`src/rtl/dds_freq_ctrl_if.sv`:
```
// Front-panel bundle between the key debouncers / DDS core and the
// frequency controller. Keys are active-low debounced levels; every
// output is registered inside the controller.
interface dds_freq_ctrl_if #(
  parameter int FW_W   = 32,
  parameter int WAVE_W = 2
);
  logic              key_plus;
  logic              key_minus;
  logic              key_wave;
  logic              key_step;
  logic [FW_W-1:0]   fword;
  logic [WAVE_W-1:0] wave_sel;
  logic [1:0]        step_idx;
  logic              fword_upd;
  logic              at_max;
  logic              at_min;

  // Panel side: drives the keys, observes the controller outputs
  modport master (
    output key_plus, key_minus, key_wave, key_step,
    input  fword, wave_sel, step_idx, fword_upd, at_max, at_min
  );

  // Controller side
  modport slave (
    input  key_plus, key_minus, key_wave, key_step,
    output fword, wave_sel, step_idx, fword_upd, at_max, at_min
  );
endinterface

```
`src/rtl/dds_freq_ctrl.sv`:
```
// DDS front-panel controller: turns debounced key levels into a
// saturating frequency control word (x1/x10/x100 step, long-press
// auto-repeat), a waveform selector and a step-size selector.
module dds_freq_ctrl #(
  parameter int          FW_W       = 32,
  parameter int unsigned FWORD_UNIT = 85899,
  parameter int unsigned FWORD_INIT = 85899,
  parameter int unsigned FWORD_MIN  = 85899,
  parameter int unsigned FWORD_MAX  = 8589935,
  parameter int          WAVE_NUM   = 3,
  parameter int          WAVE_W     = 2,
  parameter int          REPEAT_DLY = 25000000,
  parameter int          REPEAT_PER = 5000000
) (
  input  logic             sys_clk,
  input  logic             rst_n,
  dds_freq_ctrl_if.slave   bus
);

  localparam int WIDE_W  = FW_W + 8;
  localparam int CNT_MAX = (REPEAT_DLY > REPEAT_PER) ? REPEAT_DLY : REPEAT_PER;
  localparam int CNT_W   = (CNT_MAX > 1) ? $clog2(CNT_MAX) : 1;

  localparam logic [WIDE_W-1:0] STEP_X1   = WIDE_W'(FWORD_UNIT);
  localparam logic [WIDE_W-1:0] STEP_X10  = WIDE_W'(FWORD_UNIT) * WIDE_W'(10);
  localparam logic [WIDE_W-1:0] STEP_X100 = WIDE_W'(FWORD_UNIT) * WIDE_W'(100);
  localparam logic [WIDE_W-1:0] MAX_WIDE  = WIDE_W'(FWORD_MAX);
  localparam logic [WIDE_W-1:0] MIN_WIDE  = WIDE_W'(FWORD_MIN);
  localparam logic [FW_W-1:0]   FW_INIT   = FW_W'(FWORD_INIT);
  localparam logic [FW_W-1:0]   FW_MAX    = FW_W'(FWORD_MAX);
  localparam logic [FW_W-1:0]   FW_MIN    = FW_W'(FWORD_MIN);
  localparam logic [WAVE_W-1:0] WAVE_LAST = WAVE_W'(WAVE_NUM - 1);
  localparam logic [CNT_W-1:0]  DLY_LAST  = CNT_W'(REPEAT_DLY - 1);
  localparam logic [CNT_W-1:0]  PER_LAST  = CNT_W'(REPEAT_PER - 1);

  typedef enum logic [1:0] {
    RPT_IDLE,
    RPT_HOLD,
    RPT_REPEAT
  } rptState_t;

  // Key bit order: [0]=plus [1]=minus [2]=wave [3]=step, 0 = pressed
  logic [3:0]        keyNow;
  logic [3:0]        keyPrev_q;
  logic [3:0]        keyLock_q, keyLock_d;
  logic [3:0]        pressEv;

  logic [FW_W-1:0]   fword_q, fword_d;
  logic [WAVE_W-1:0] waveSel_q, waveSel_d;
  logic [1:0]        stepIdx_q, stepIdx_d;
  logic              fwordUpd_q;
  logic              atMax_q;
  logic              atMin_q;

  rptState_t         rptState_q, rptState_d;
  logic [CNT_W-1:0]  cnt_q, cnt_d;
  logic              dirUp_q, dirUp_d;

  logic              plusDown, minusDown, bothDown, heldDown;
  logic              doUp, doDown;
  logic [WIDE_W-1:0] stepWide, fwordWide, sumWide, upWide, downWide;

  assign keyNow    = {bus.key_step, bus.key_wave, bus.key_minus, bus.key_plus};
  // A key held through reset stays locked until it is seen released, so it
  // cannot masquerade as a fresh press once reset lifts.
  assign pressEv   = ~keyNow & keyPrev_q & ~keyLock_q;
  assign keyLock_d = keyLock_q & ~keyNow;

  assign plusDown  = ~keyNow[0];
  assign minusDown = ~keyNow[1];
  assign bothDown  = plusDown & minusDown;
  assign heldDown  = dirUp_q ? plusDown : minusDown;

  // Current step size taken from the registered step selector
  always_comb begin
    stepWide = STEP_X1;
    case (stepIdx_q)
      2'd1:    stepWide = STEP_X10;
      2'd2:    stepWide = STEP_X100;
      default: stepWide = STEP_X1;
    endcase
  end

  // Wide arithmetic so the saturation compares can never overflow
  assign fwordWide = {8'd0, fword_q};
  assign sumWide   = fwordWide + stepWide;
  assign upWide    = (sumWide > MAX_WIDE) ? MAX_WIDE : sumWide;
  assign downWide  = (fwordWide >= (stepWide + MIN_WIDE)) ? (fwordWide - stepWide) : MIN_WIDE;

  // Shared plus/minus repeat FSM: decides when a step is applied this cycle
  always_comb begin
    rptState_d = rptState_q;
    cnt_d      = cnt_q;
    dirUp_d    = dirUp_q;
    doUp       = 1'b0;
    doDown     = 1'b0;
    if (bothDown) begin
      rptState_d = RPT_IDLE;
      cnt_d      = '0;
    end else if (pressEv[0] || pressEv[1]) begin
      doUp       = pressEv[0];
      doDown     = pressEv[1];
      dirUp_d    = pressEv[0];
      rptState_d = RPT_HOLD;
      cnt_d      = '0;
    end else if (rptState_q != RPT_IDLE) begin
      if (!heldDown) begin
        rptState_d = RPT_IDLE;
        cnt_d      = '0;
      end else if (rptState_q == RPT_HOLD) begin
        if (cnt_q == DLY_LAST) begin
          doUp       = dirUp_q;
          doDown     = ~dirUp_q;
          rptState_d = RPT_REPEAT;
          cnt_d      = '0;
        end else begin
          cnt_d = cnt_q + CNT_W'(1);
        end
      end else begin
        if (cnt_q == PER_LAST) begin
          doUp   = dirUp_q;
          doDown = ~dirUp_q;
          cnt_d  = '0;
        end else begin
          cnt_d = cnt_q + CNT_W'(1);
        end
      end
    end
  end

  // Next values for the frequency word, waveform and step selectors
  always_comb begin
    fword_d = fword_q;
    if (doUp) begin
      fword_d = upWide[FW_W-1:0];
    end else if (doDown) begin
      fword_d = downWide[FW_W-1:0];
    end
    waveSel_d = waveSel_q;
    if (pressEv[2]) begin
      waveSel_d = (waveSel_q == WAVE_LAST) ? '0 : waveSel_q + WAVE_W'(1);
    end
    stepIdx_d = stepIdx_q;
    if (pressEv[3]) begin
      stepIdx_d = (stepIdx_q == 2'd2) ? 2'd0 : stepIdx_q + 2'd1;
    end
  end

  // All state and registered outputs, synchronous active-low reset
  always_ff @(posedge sys_clk) begin
    if (!rst_n) begin
      keyPrev_q  <= '1;
      keyLock_q  <= ~keyNow;
      fword_q    <= FW_INIT;
      waveSel_q  <= '0;
      stepIdx_q  <= 2'd0;
      fwordUpd_q <= 1'b0;
      atMax_q    <= (FW_INIT == FW_MAX);
      atMin_q    <= (FW_INIT == FW_MIN);
      rptState_q <= RPT_IDLE;
      cnt_q      <= '0;
      dirUp_q    <= 1'b1;
    end else begin
      keyPrev_q  <= keyNow;
      keyLock_q  <= keyLock_d;
      fword_q    <= fword_d;
      waveSel_q  <= waveSel_d;
      stepIdx_q  <= stepIdx_d;
      fwordUpd_q <= (fword_d != fword_q);
      atMax_q    <= (fword_d == FW_MAX);
      atMin_q    <= (fword_d == FW_MIN);
      rptState_q <= rptState_d;
      cnt_q      <= cnt_d;
      dirUp_q    <= dirUp_d;
    end
  end

  assign bus.fword     = fword_q;
  assign bus.wave_sel  = waveSel_q;
  assign bus.step_idx  = stepIdx_q;
  assign bus.fword_upd = fwordUpd_q;
  assign bus.at_max    = atMax_q;
  assign bus.at_min    = atMin_q;

endmodule

```
`src/flat_wrapper.sv`:
```
// flat-port wrapper written by rule: the top's interface ports become plain ports
module dds_freq_ctrl_flat 
#(
  parameter int          FW_W       = 32,
  parameter int unsigned FWORD_UNIT = 85899,
  parameter int unsigned FWORD_INIT = 85899,
  parameter int unsigned FWORD_MIN  = 85899,
  parameter int unsigned FWORD_MAX  = 8589935,
  parameter int          WAVE_NUM   = 3,
  parameter int          WAVE_W     = 2,
  parameter int          REPEAT_DLY = 25000000,
  parameter int          REPEAT_PER = 5000000
)
  (sys_clk, rst_n, bus_key_plus, bus_key_minus, bus_key_wave, bus_key_step, bus_fword, bus_wave_sel, bus_step_idx, bus_fword_upd, bus_at_max, bus_at_min);
  dds_freq_ctrl_if #(.FW_W(FW_W), .WAVE_W(WAVE_W)) bus_i ();
  input  logic sys_clk;
  input  logic rst_n;
  input wire logic [$bits(bus_i.key_plus)-1:0] bus_key_plus;
  input wire logic [$bits(bus_i.key_minus)-1:0] bus_key_minus;
  input wire logic [$bits(bus_i.key_wave)-1:0] bus_key_wave;
  input wire logic [$bits(bus_i.key_step)-1:0] bus_key_step;
  output wire logic [$bits(bus_i.fword)-1:0] bus_fword;
  output wire logic [$bits(bus_i.wave_sel)-1:0] bus_wave_sel;
  output wire logic [$bits(bus_i.step_idx)-1:0] bus_step_idx;
  output wire logic [$bits(bus_i.fword_upd)-1:0] bus_fword_upd;
  output wire logic [$bits(bus_i.at_max)-1:0] bus_at_max;
  output wire logic [$bits(bus_i.at_min)-1:0] bus_at_min;
  assign bus_i.key_plus = bus_key_plus;
  assign bus_i.key_minus = bus_key_minus;
  assign bus_i.key_wave = bus_key_wave;
  assign bus_i.key_step = bus_key_step;
  assign bus_fword = bus_i.fword;
  assign bus_wave_sel = bus_i.wave_sel;
  assign bus_step_idx = bus_i.step_idx;
  assign bus_fword_upd = bus_i.fword_upd;
  assign bus_at_max = bus_i.at_max;
  assign bus_at_min = bus_i.at_min;
  dds_freq_ctrl #(.FW_W(FW_W), .FWORD_UNIT(FWORD_UNIT), .FWORD_INIT(FWORD_INIT), .FWORD_MIN(FWORD_MIN), .FWORD_MAX(FWORD_MAX), .WAVE_NUM(WAVE_NUM), .WAVE_W(WAVE_W), .REPEAT_DLY(REPEAT_DLY), .REPEAT_PER(REPEAT_PER)) u_core (.sys_clk(sys_clk), .rst_n(rst_n), .bus(bus_i));
endmodule
```
`config.mk`:
```
export PLATFORM = sky130hd
export DESIGN_NAME = dds_freq_ctrl_flat
export DESIGN_NICKNAME = d
export VERILOG_FILES = /design/src/rtl/dds_freq_ctrl_if.sv /design/src/rtl/dds_freq_ctrl.sv /design/src/flat_wrapper.sv
export SDC_FILE = /design/constraint.sdc
export NUM_CORES = 1
export LEC_CHECK = 0
export CAP_MARGIN = 20
export CELL_PAD_IN_SITES_DETAIL_PLACEMENT = 0
export CELL_PAD_IN_SITES_GLOBAL_PLACEMENT = 1
export CORE_MARGIN = 2
export CORE_UTILIZATION = 49
export DETAILED_ROUTE_END_ITERATION = 8
export PLACE_DENSITY_LB_ADDON = 0.1
export SLEW_MARGIN = 10
export SYNTH_ARGS = -nofsm -noshare
export SYNTH_HDL_FRONTEND = slang
export SYNTH_SLANG_ARGS = --single-unit
```
`constraint.sdc`:
```
create_clock -name sys_clk -period 8 [get_ports sys_clk]
set_clock_uncertainty 0.1 [all_clocks]
set_input_delay 1.6 -clock sys_clk [delete_from_list [all_inputs] [get_ports sys_clk]]
set_output_delay 1.6 -clock sys_clk [all_outputs]
set_load 0.01 [all_outputs]
```
**Word-level counts from Yosys, hierarchy flattened**

Cells that the tools add are included.

- Register bits: 75
- Input port bits: 6
- Output and inout bits: 39

- Add/subtract/negate cells: 6
- Magnitude comparators: 2
- Equality and inequality tests: 13
- Mux-type cells: 32
- Bitwise logic cells: 11
- Reductions and logical operators: 8

Operator list:

| cell | number |
|---|---|
| 2-to-1 mux 32 bit | 4 |
| 2-to-1 mux 25 bit | 4 |
| one-hot mux 24 bit (2 select lines) | 1 |
| >= comparator 32 x 40 -> 1 bit | 1 |
| adder 32 x 24 -> 33 bit | 1 |
| greater-than comparator 33 x 24 -> 1 bit, second input constant | 1 |
| == test 32 x 17 -> 1 bit, second input constant | 1 |
| == test 32 x 24 -> 1 bit, second input constant | 1 |
| != test 32 bit | 1 |
| subtractor 32 x 24 -> 32 bit | 1 |
| adder 24 x 17 -> 25 bit, second input constant | 1 |
| adder 25 x 1 -> 25 bit, second input constant | 1 |
| == test 25 x 23 -> 1 bit, second input constant | 1 |
| == test 25 bit, second input constant | 1 |
| 2-to-1 mux 1 bit | 17 |
| bitwise AND 4 bit | 3 |
| 2-to-1 mux 2 bit | 5 |
| inverter 4 bit | 2 |
| != test 3 bit, second input constant | 2 |
| AND reduction 3 bit | 2 |
| inverter 1 bit | 5 |
| adder 2 x 1 -> 2 bit, second input constant | 2 |
| == test 2 x 1 -> 1 bit, second input constant | 2 |
| == test 2 bit, second input constant | 2 |
| 8 further kinds | 10 |

**Depth between registers and ports, before layout**

- Depth after elaboration: 10
- Mapped depth: 19

**Worst setup path after synthesis**

Ideal clock, no wire load.

- Path type: register to register
- Start: register u_core.stepIdx_q[0] (netlist: u_core.bus.step_idx[0])
- End: register u_core.atMin_q (netlist: u_core.bus.at_min)
- Library setup time: 84 ps
- Arrival: 4748 ps
- Data required time: 7816 ps
- Slack: 3067 ps
- Stages on the path, launching flop included: 19
- Buffers on the path: 2
- Period minus slack after synthesis: 4933 ps
- Path through: dfxtp_1 > inv_1 > ha_1 > buf_2 > nor2_1 > fa_1 > a211oi_1 > o31ai_1 > a311o_1 > a21oi_1 > mux2i_1 > or4b_4 > o31ai_4 > buf_6 > nand2_4 > a21oi_4 > nor2_2 > or4_4 > o31ai_2

- Word-level cells in the longest chain between the ends: 8
- Elaborated cells on any way between the ends: 13
- Those cells by class: add/sub: 3; order compare: 2; eq/ne: 3; mux: 5

RTL lines:

| element | line | text |
|---|---|---|
| start: declaration | dds_freq_ctrl.sv:50 | `logic [1:0] stepIdx_q, stepIdx_d;` |
| start signal: assignment | dds_freq_ctrl.sv:168 | `stepIdx_q <= stepIdx_d;` |
| == test 2 bit or == test 2 x 1 -> 1 bit (tied branches) | dds_freq_ctrl.sv:77 | `case (stepIdx_q)` |
| one-hot mux 24 bit (2 select lines) * | dds_freq_ctrl.sv:77 |  |
| adder 24 x 17 -> 25 bit | dds_freq_ctrl.sv:88 | `assign downWide = (fwordWide >= (stepWide + MIN_WIDE)) ? (fwordWide - stepWide) : MIN_WIDE;` |
| >= comparator 32 x 40 -> 1 bit | dds_freq_ctrl.sv:88 |  |
| 2-to-1 mux 32 bit | dds_freq_ctrl.sv:88 |  |
| 2-to-1 mux 32 bit | dds_freq_ctrl.sv:136 | `end else if (doDown) begin` |
| 2-to-1 mux 32 bit * | dds_freq_ctrl.sv:134 | `if (doUp) begin` |
| == test 32 x 17 -> 1 bit * | dds_freq_ctrl.sv:171 | `atMin_q <= (fword_d == FW_MIN);` |
| end signal: assignment | dds_freq_ctrl.sv:159 | `atMin_q <= (FW_INIT == FW_MIN);` |
| end signal: assignment | dds_freq_ctrl.sv:171 |  |
| end: declaration | dds_freq_ctrl.sv:53 | `logic atMin_q;` |

Every way passes the cells marked *; elsewhere a longest branch is shown, timed or not.
A chain may end at the register's enable or synchronous reset.

**Worst setup path in the final report**

Ends and elaborated chain as after synthesis.

==> metrics.txt <==
outcome finished, final reports clean; worst hold start u_core.keyLock_q[1]; sequential area share after synthesis 19.4%; total power 2.15 mW; measured slew at the worst slew-check pin 982 ps; via/cell ratio 6.67; largest net degree at the start of global routing 41; DR iter-0 viols 1206; TritonCTS Buffers 9; syn_nets 1121; Final Non-Filler Cells 1293; CP Data Required Time 8170 ps; Setup Buffers After CTS 0; worst-case reg-to-reg path depth 14; metal3 WL 2980 um; # IOs 45; GR Util All Layers 35.0%; top layer in use met4; hold endpoint u_core.keyLock_q[1]; Post-DP Area 8240 sq um; Final Hold Viols 0; Synth Flop Type dfxtp_1; Syn-to-layout area delta 10.7%; diode count 0; H-tree levels 3; CTS tree yes; crit path time final 6200 ps; Register Area 1500 sq um; antenna violations before repair 0; asr flop ratio synth 0%; Die W 130 um; Gate Count Post-Synth 1077; WS Path Type reg2reg; Die H 130 um; Placed Instances 1277; global route overflow 0; Syn Area/Cell 7.17 sq um; hold path cells 2; Synth cell types 88; post-synthesis cell area 7720 sq um; Leak Pwr 3.13 nW; post-route ant nets 0; Worst-path clk slew 70 ps; Syn. warnings 0; most frequent cells in the layout nor2_1 (113), a21oi_1 (84), o21ai_0 (76); RSZ-0062 raised after global routing no; Clock Tree Root clkbuf_16; endpoints failing setup 0; first-pass GRT wire length 44900 um; Clock Path Buffers 2; Setup crit start kind register; number of synthesized register bits 75; PwrDens 251 nW/um^2; gpl congestion 1.01; M1 WL 12300 um; WP data arrival 6370 ps; clk_lat worst skew 350 ps; clk sinks 75; die area 16800 sq um; max-cap violation count 0; fillers 1569; initial core utilization 50.4%; peak supply drop 0.128 mV; Layout Nets 1121; # rows 45; Min-Delay Path Class reg2reg; number of synthesized flops with an enable pin 0; hpwl dp 22500 um; share of layout cells above drive strength 1 6.65%; final instance area 8550 sq um; hold bufs inserted after CTS 0; crit path max fanout 24; 1st-pass router iterations 6; fin. max-slew vios 0; Avg WL per Cell 22.7 um; Final Cycle Share 77.5%; Layout Utilization 55.8%; CP Capture Type register; Core Area 15300 sq um; vias in the first global route 7722; # port buffers 44; FMAX 161 MHz; Via Count 8629; met2 wire length 12700 um; most common cell after layout, fill and taps aside nor2_1; setup TNS 0 ps; Routed WL 29400 um; reg-to-reg startpoint u_core.bus.step_idx[0]; DRC viols 0; post-cts gate resize count 0; R2R Setup Slk 1800 ps; Multi-input gate area 5810 sq um; Worst R2R End u_core.bus.at_min; Slew headroom 33.8%; CP Launch Point u_core.bus.step_idx[0]
-- worst max-delay path, cell delays in order, from the launching register on --
cell and delay, ps:
dfxtp_1 380, inv_1 90, ha_1 810, ha_1 480
o311ai_1 690, a311oi_1 220, o21ai_1 450, a211oi_1 280
or4b_4 620, o31ai_4 600, and2_1 510, a21oi_1 200
nor4_1 320, nand4_1 140, o31ai_2 220
-- metrics by stage --
| stage | setup WS (ps) | hold WS (ps) |
|---|---|---|
| 2_1_floorplan | 3070 | 319 |
| 3_3_place_gp | 2070 | 332 |
| 3_5_place_dp | 1990 | 343 |
| 4_1_cts | 1960 | 353 |
| 5_1_grt | 1420 | 366 |
| 6_report | 1800 | 347 |
-- metal layers --
layer / vias to the layer above / track usage [%]
li1: 4046 / -
met4: 0 / 15.9
met3: 110 / 8.26
met2: 480 / 53.3
met5: - / 0
met1: 3993 / 47.1
-- cell type report --
| class | count | share of cell area (%) |
|---|---|---|
| multi-input combinational | 897 | 67.9 |
| sequential | 75 | 17.6 |
| timing repair buffer | 56 | 6.20 |
| tap | 211 | 3.09 |
| clock buffer | 9 | 2.63 |
| inverter | 38 | 1.67 |
| clock inverter | 7 | 0.966 |
-- synth_stat cells (10+ instances only) --
cell type,number,area share [%]
a211oi_1,17,1.7
a21o_1,12,1.2
a21oi_1,84,5.4
a31oi_1,23,1.9
and2_1,17,1.4
and3_1,19,1.5
buf_2,10,0.65
clkbuf_1,50,2.4
dfxtp_1,75,19
ha_1,36,5.8
inv_1,38,1.8
nand2_1,72,3.5
nand2b_1,26,2.1
nand3_1,38,2.5
nand4_1,16,1.3
nor2_1,113,5.5
nor2b_1,20,1.6
nor3_1,24,1.6
nor4_1,27,2.2
o21a_1,10,0.97
o21ai_0,77,5.0
o31ai_1,11,1.1
or2_2,13,1.1
or3_1,12,0.97
xnor2_1,28,3.2
xor2_1,16,1.8
-- flip-flops by register name, summed over array words and instances, names as in the netlist --
signal                count
u_core.keyPrev_q          4
u_core.bus.at_min         1
u_core.keyLock_q          4
u_core.dirUp_q            1
u_core.cnt_q             25
u_core.bus.step_idx       2
u_core.bus.wave_sel       2
u_core.rptState_q         2
u_core.bus.fword_upd      1
u_core.bus.at_max         1
u_core.bus.fword         32
-- how the worst max path moves through the flow --
stage | to | slack (ps) | depth (start not counted)
global placement | u_core.bus.at_min | 2070 | 13
CTS | u_core.bus.at_min | 1960 | 14
finish | u_core.bus.at_min | 1800 | 14
detailed placement | u_core.bus.at_min | 1990 | 14
global route | u_core.bus.at_min | 1420 | 14
floorplan | u_core.bus.at_min | 3070 | 18
-- cell families after synthesis --
kind of cell | synth area share (%)
compound gates | 31.7
xor+xnor | 5.20
fa+ha+maj | 6.35
buf+inv | 5.46
flops | 19.4
mux | 1.21
simple gates | 30.6
-- power by group --
group | switching, mW | internal [mW]
Combinational | 0.803 | 0.440
Sequential | 0.0798 | 0.401
Clock | 0.177 | 0.246
Total | 1.06 | 1.09
Power figures use the tool's default switching activity.
==> RTL change: new RTL, config.mk and constraints unchanged <==
Re-encode `rptState_t` (3 states) as one-hot, 3 bits wide.
--- a/src/rtl/dds_freq_ctrl.sv
+++ b/src/rtl/dds_freq_ctrl.sv
@@ -33,10 +33,10 @@
   localparam logic [CNT_W-1:0]  DLY_LAST  = CNT_W'(REPEAT_DLY - 1);
   localparam logic [CNT_W-1:0]  PER_LAST  = CNT_W'(REPEAT_PER - 1);
 
-  typedef enum logic [1:0] {
-    RPT_IDLE,
-    RPT_HOLD,
-    RPT_REPEAT
+  typedef enum logic [2:0] {
+    RPT_IDLE   = 3'b001,
+    RPT_HOLD   = 3'b010,
+    RPT_REPEAT = 3'b100
   } rptState_t;
 
   // Key bit order: [0]=plus [1]=minus [2]=wave [3]=step, 0 = pressed
Function: no difference found for any inputs over 4 cycles, from zero or initial values and one cycle with rst_n low; so few cycles prove little.
==> RTL change against the original RTL <==
Die area grew 2.1%. Cell count rose by 1.5%. Worst setup slack worse by 0.53 ns. Global-route usage increased by 2.3 points. Wire length grew 7.5%. Area after synthesis is 2.2% higher. Critical path depth is 1 higher. Cell area grew 2.6%. Combinational power grew 10%. Sequential cell count rose by 1. Largest cell class unchanged. Power rose by 6.1%. Sequential power is 5.4% higher.
==> RTL change: results (changes against the original RTL) <==
Setup path
  – Cell family with the largest share of critical-path delay: simple AND/OR/NAND/NOR gates
  – Critical path's largest stage delay: 0.90 ns (+0.09 ns)
  – Number of cells on the worst reg-to-reg path: 15 (+1)
  – Largest fanout of any net on the critical path: 28 (+17%)
  – Launch point of the critical path: u_core.bus.step_idx[0]
  – Arrival @ worst endpoint: 6.86 ns (+0.49 ns)
  – R2r setup slk: 1.27 ns (-0.53 ns)

Outcome
  – Result of the run: complete, no violations

Synth
  – Synthesized Nets: 1128 (+0.62%)
  – Post-synthesis compound-gate area fraction: 0.295 (-0.0221)
  – Leading post-synthesis cells by cell area: sky130_fd_sc_hd__dfxtp_1 (19%), sky130_fd_sc_hd__ha_1 (6.2%), sky130_fd_sc_hd__nor2_1 (5.3%), sky130_fd_sc_hd__nand2_1 (4.6%), sky130_fd_sc_hd__a21oi_1 (4.0%)
  – Most frequent cells after synthesis: sky130_fd_sc_hd__nor2_1 (111), sky130_fd_sc_hd__nand2_1 (97), sky130_fd_sc_hd__dfxtp_1 (76)
  – Fraction of the mapped netlist area in adder cells: 0.0669 (+0.00341)
  – Share of synthesized area spent on multiplexers: 0.00539 (-0.00676)
  – Number of distinct library cell variants in the gate-level netlist after synthesis: 94 (+6.8%)
  – Synthesized-area fraction occupied by xor and xnor cells: 0.0677 (+0.0157)
  – Portion of the post-synthesis area used by sequential elements: 0.193 (-0.00159)

Detailed routing
  – Via-to-Cell Ratio: 6.85 (+2.7%)
  – Detailed-router iteration count before antenna repair: 5 (-1)
  – Met1 Wirelength: 13200 um (+7.7%)
  – Met3 wire len: 2660 um (-11%)
  – DR WL/cell: 24.1 um (+5.9%)
  – Detailed-routed wire length on met2: 14100 um (+12%)
  – Initial drt markers: 1127 (-6.6%)

Power
  – Sw Pwr: 1140 uW (+8.0%)
  – Leakage component of the power: 0.00324 uW (+3.6%)
  – Worst VDD drop: 0.146 mV (+14%)

Global routing
  – GRT Overall Usage: 0.373 (+0.0228)
  – Global-route wire length before repair: 48500 um (+7.9%)
  – M3 GR Usage: 0.0782 (-0.00440)
  – Largest net degree at the start of global routing: 29 (-29%)
  – Via count of the first global-routing pass: 8237 (+6.7%)
  – Met2 track demand over resource in global routing: 0.588 (+0.0545)
  – Fraction of met1 tracks used by global routing: 0.491 (+0.0201)

Final layout
  – Fraction of layout cells with a size suffix above 1: 0.0684 (+0.00182)
  – Filler instances: 1559 (-0.64%)
  – Number of flip-flops under the largest register name: 32 (unchanged)

Clock network
  – Setup Buffers After CTS: 0 (unchanged)
  – Total clock buffers created by CTS: 9 (unchanged)

Place
  – Half-perimeter wire length of the detailed placement result: 24000 um (+6.6%)
  – Routability cong.: 1.02 (+0.94%)

Min path
  – Hold_sp: u_core.keyLock_q[2]
  – Hold Path End: u_core.keyLock_q[2]

Timing
  – Worst Tran Pin Value: 0.931 ns (-0.0515 ns)
  – Worst slack on hold paths: 0.348 ns (+0.000731 ns)
RTL change: cell types whose count changed in the layout (fill, tap and decap cells not counted), moves of 7 or more:
| cell | before | now |
|---|---|---|
| sky130_fd_sc_hd__xnor2_1 | 28 | 35 |
| sky130_fd_sc_hd__nor4_1 | 27 | 12 |
| sky130_fd_sc_hd__a21oi_1 | 84 | 63 |
| sky130_fd_sc_hd__a221oi_1 | 6 | 14 |
| sky130_fd_sc_hd__xor2_1 | 16 | 26 |
| sky130_fd_sc_hd__nand2_1 | 72 | 97 |
| sky130_fd_sc_hd__o2111ai_1 | 2 | 11 |
| sky130_fd_sc_hd__o21ai_0 | 76 | 56 |
RTL change: power groups by stage:
stage                     Sequential [uW]  Clock [uW]  Combinational, uW
after floorplan                       464           0                883
after detailed placement              508           0               1300
final                                 507         404               1370
after global placement                510           0               1320
after global routing                  509         426               1450
after CTS                             500         412               1310
RTL change: cell type report:
class / count / area [sq um] / area share
multi-input combinational: 909 / 6010 / 0.685
sequential: 76 / 1520 / 0.173
timing repair buffer: 57 / 538 / 0.0613
tap: 216 / 270 / 0.0308
clock buffer: 10 / 229 / 0.0261
inverter: 39 / 146 / 0.0167
clock inverter: 6 / 62.6 / 0.00713
RTL change: stage by stage:
step | instance area [sq um] | std cells | utilization | setup slack [ns] | power (uW)
6_report | 8770 | 1313 | 0.554 | 1.27 | 2280
5_1_grt | 8770 | 1313 | 0.554 | 0.897 | 2380
4_1_cts | 8770 | 1313 | 0.554 | 1.43 | 2230
3_5_place_dp | 8480 | 1297 | 0.536 | 1.57 | 1810
3_3_place_gp | 8480 | 1297 | 0.536 | 1.70 | 1830
2_1_floorplan | 7890 | 1081 | - | 2.83 | 1350
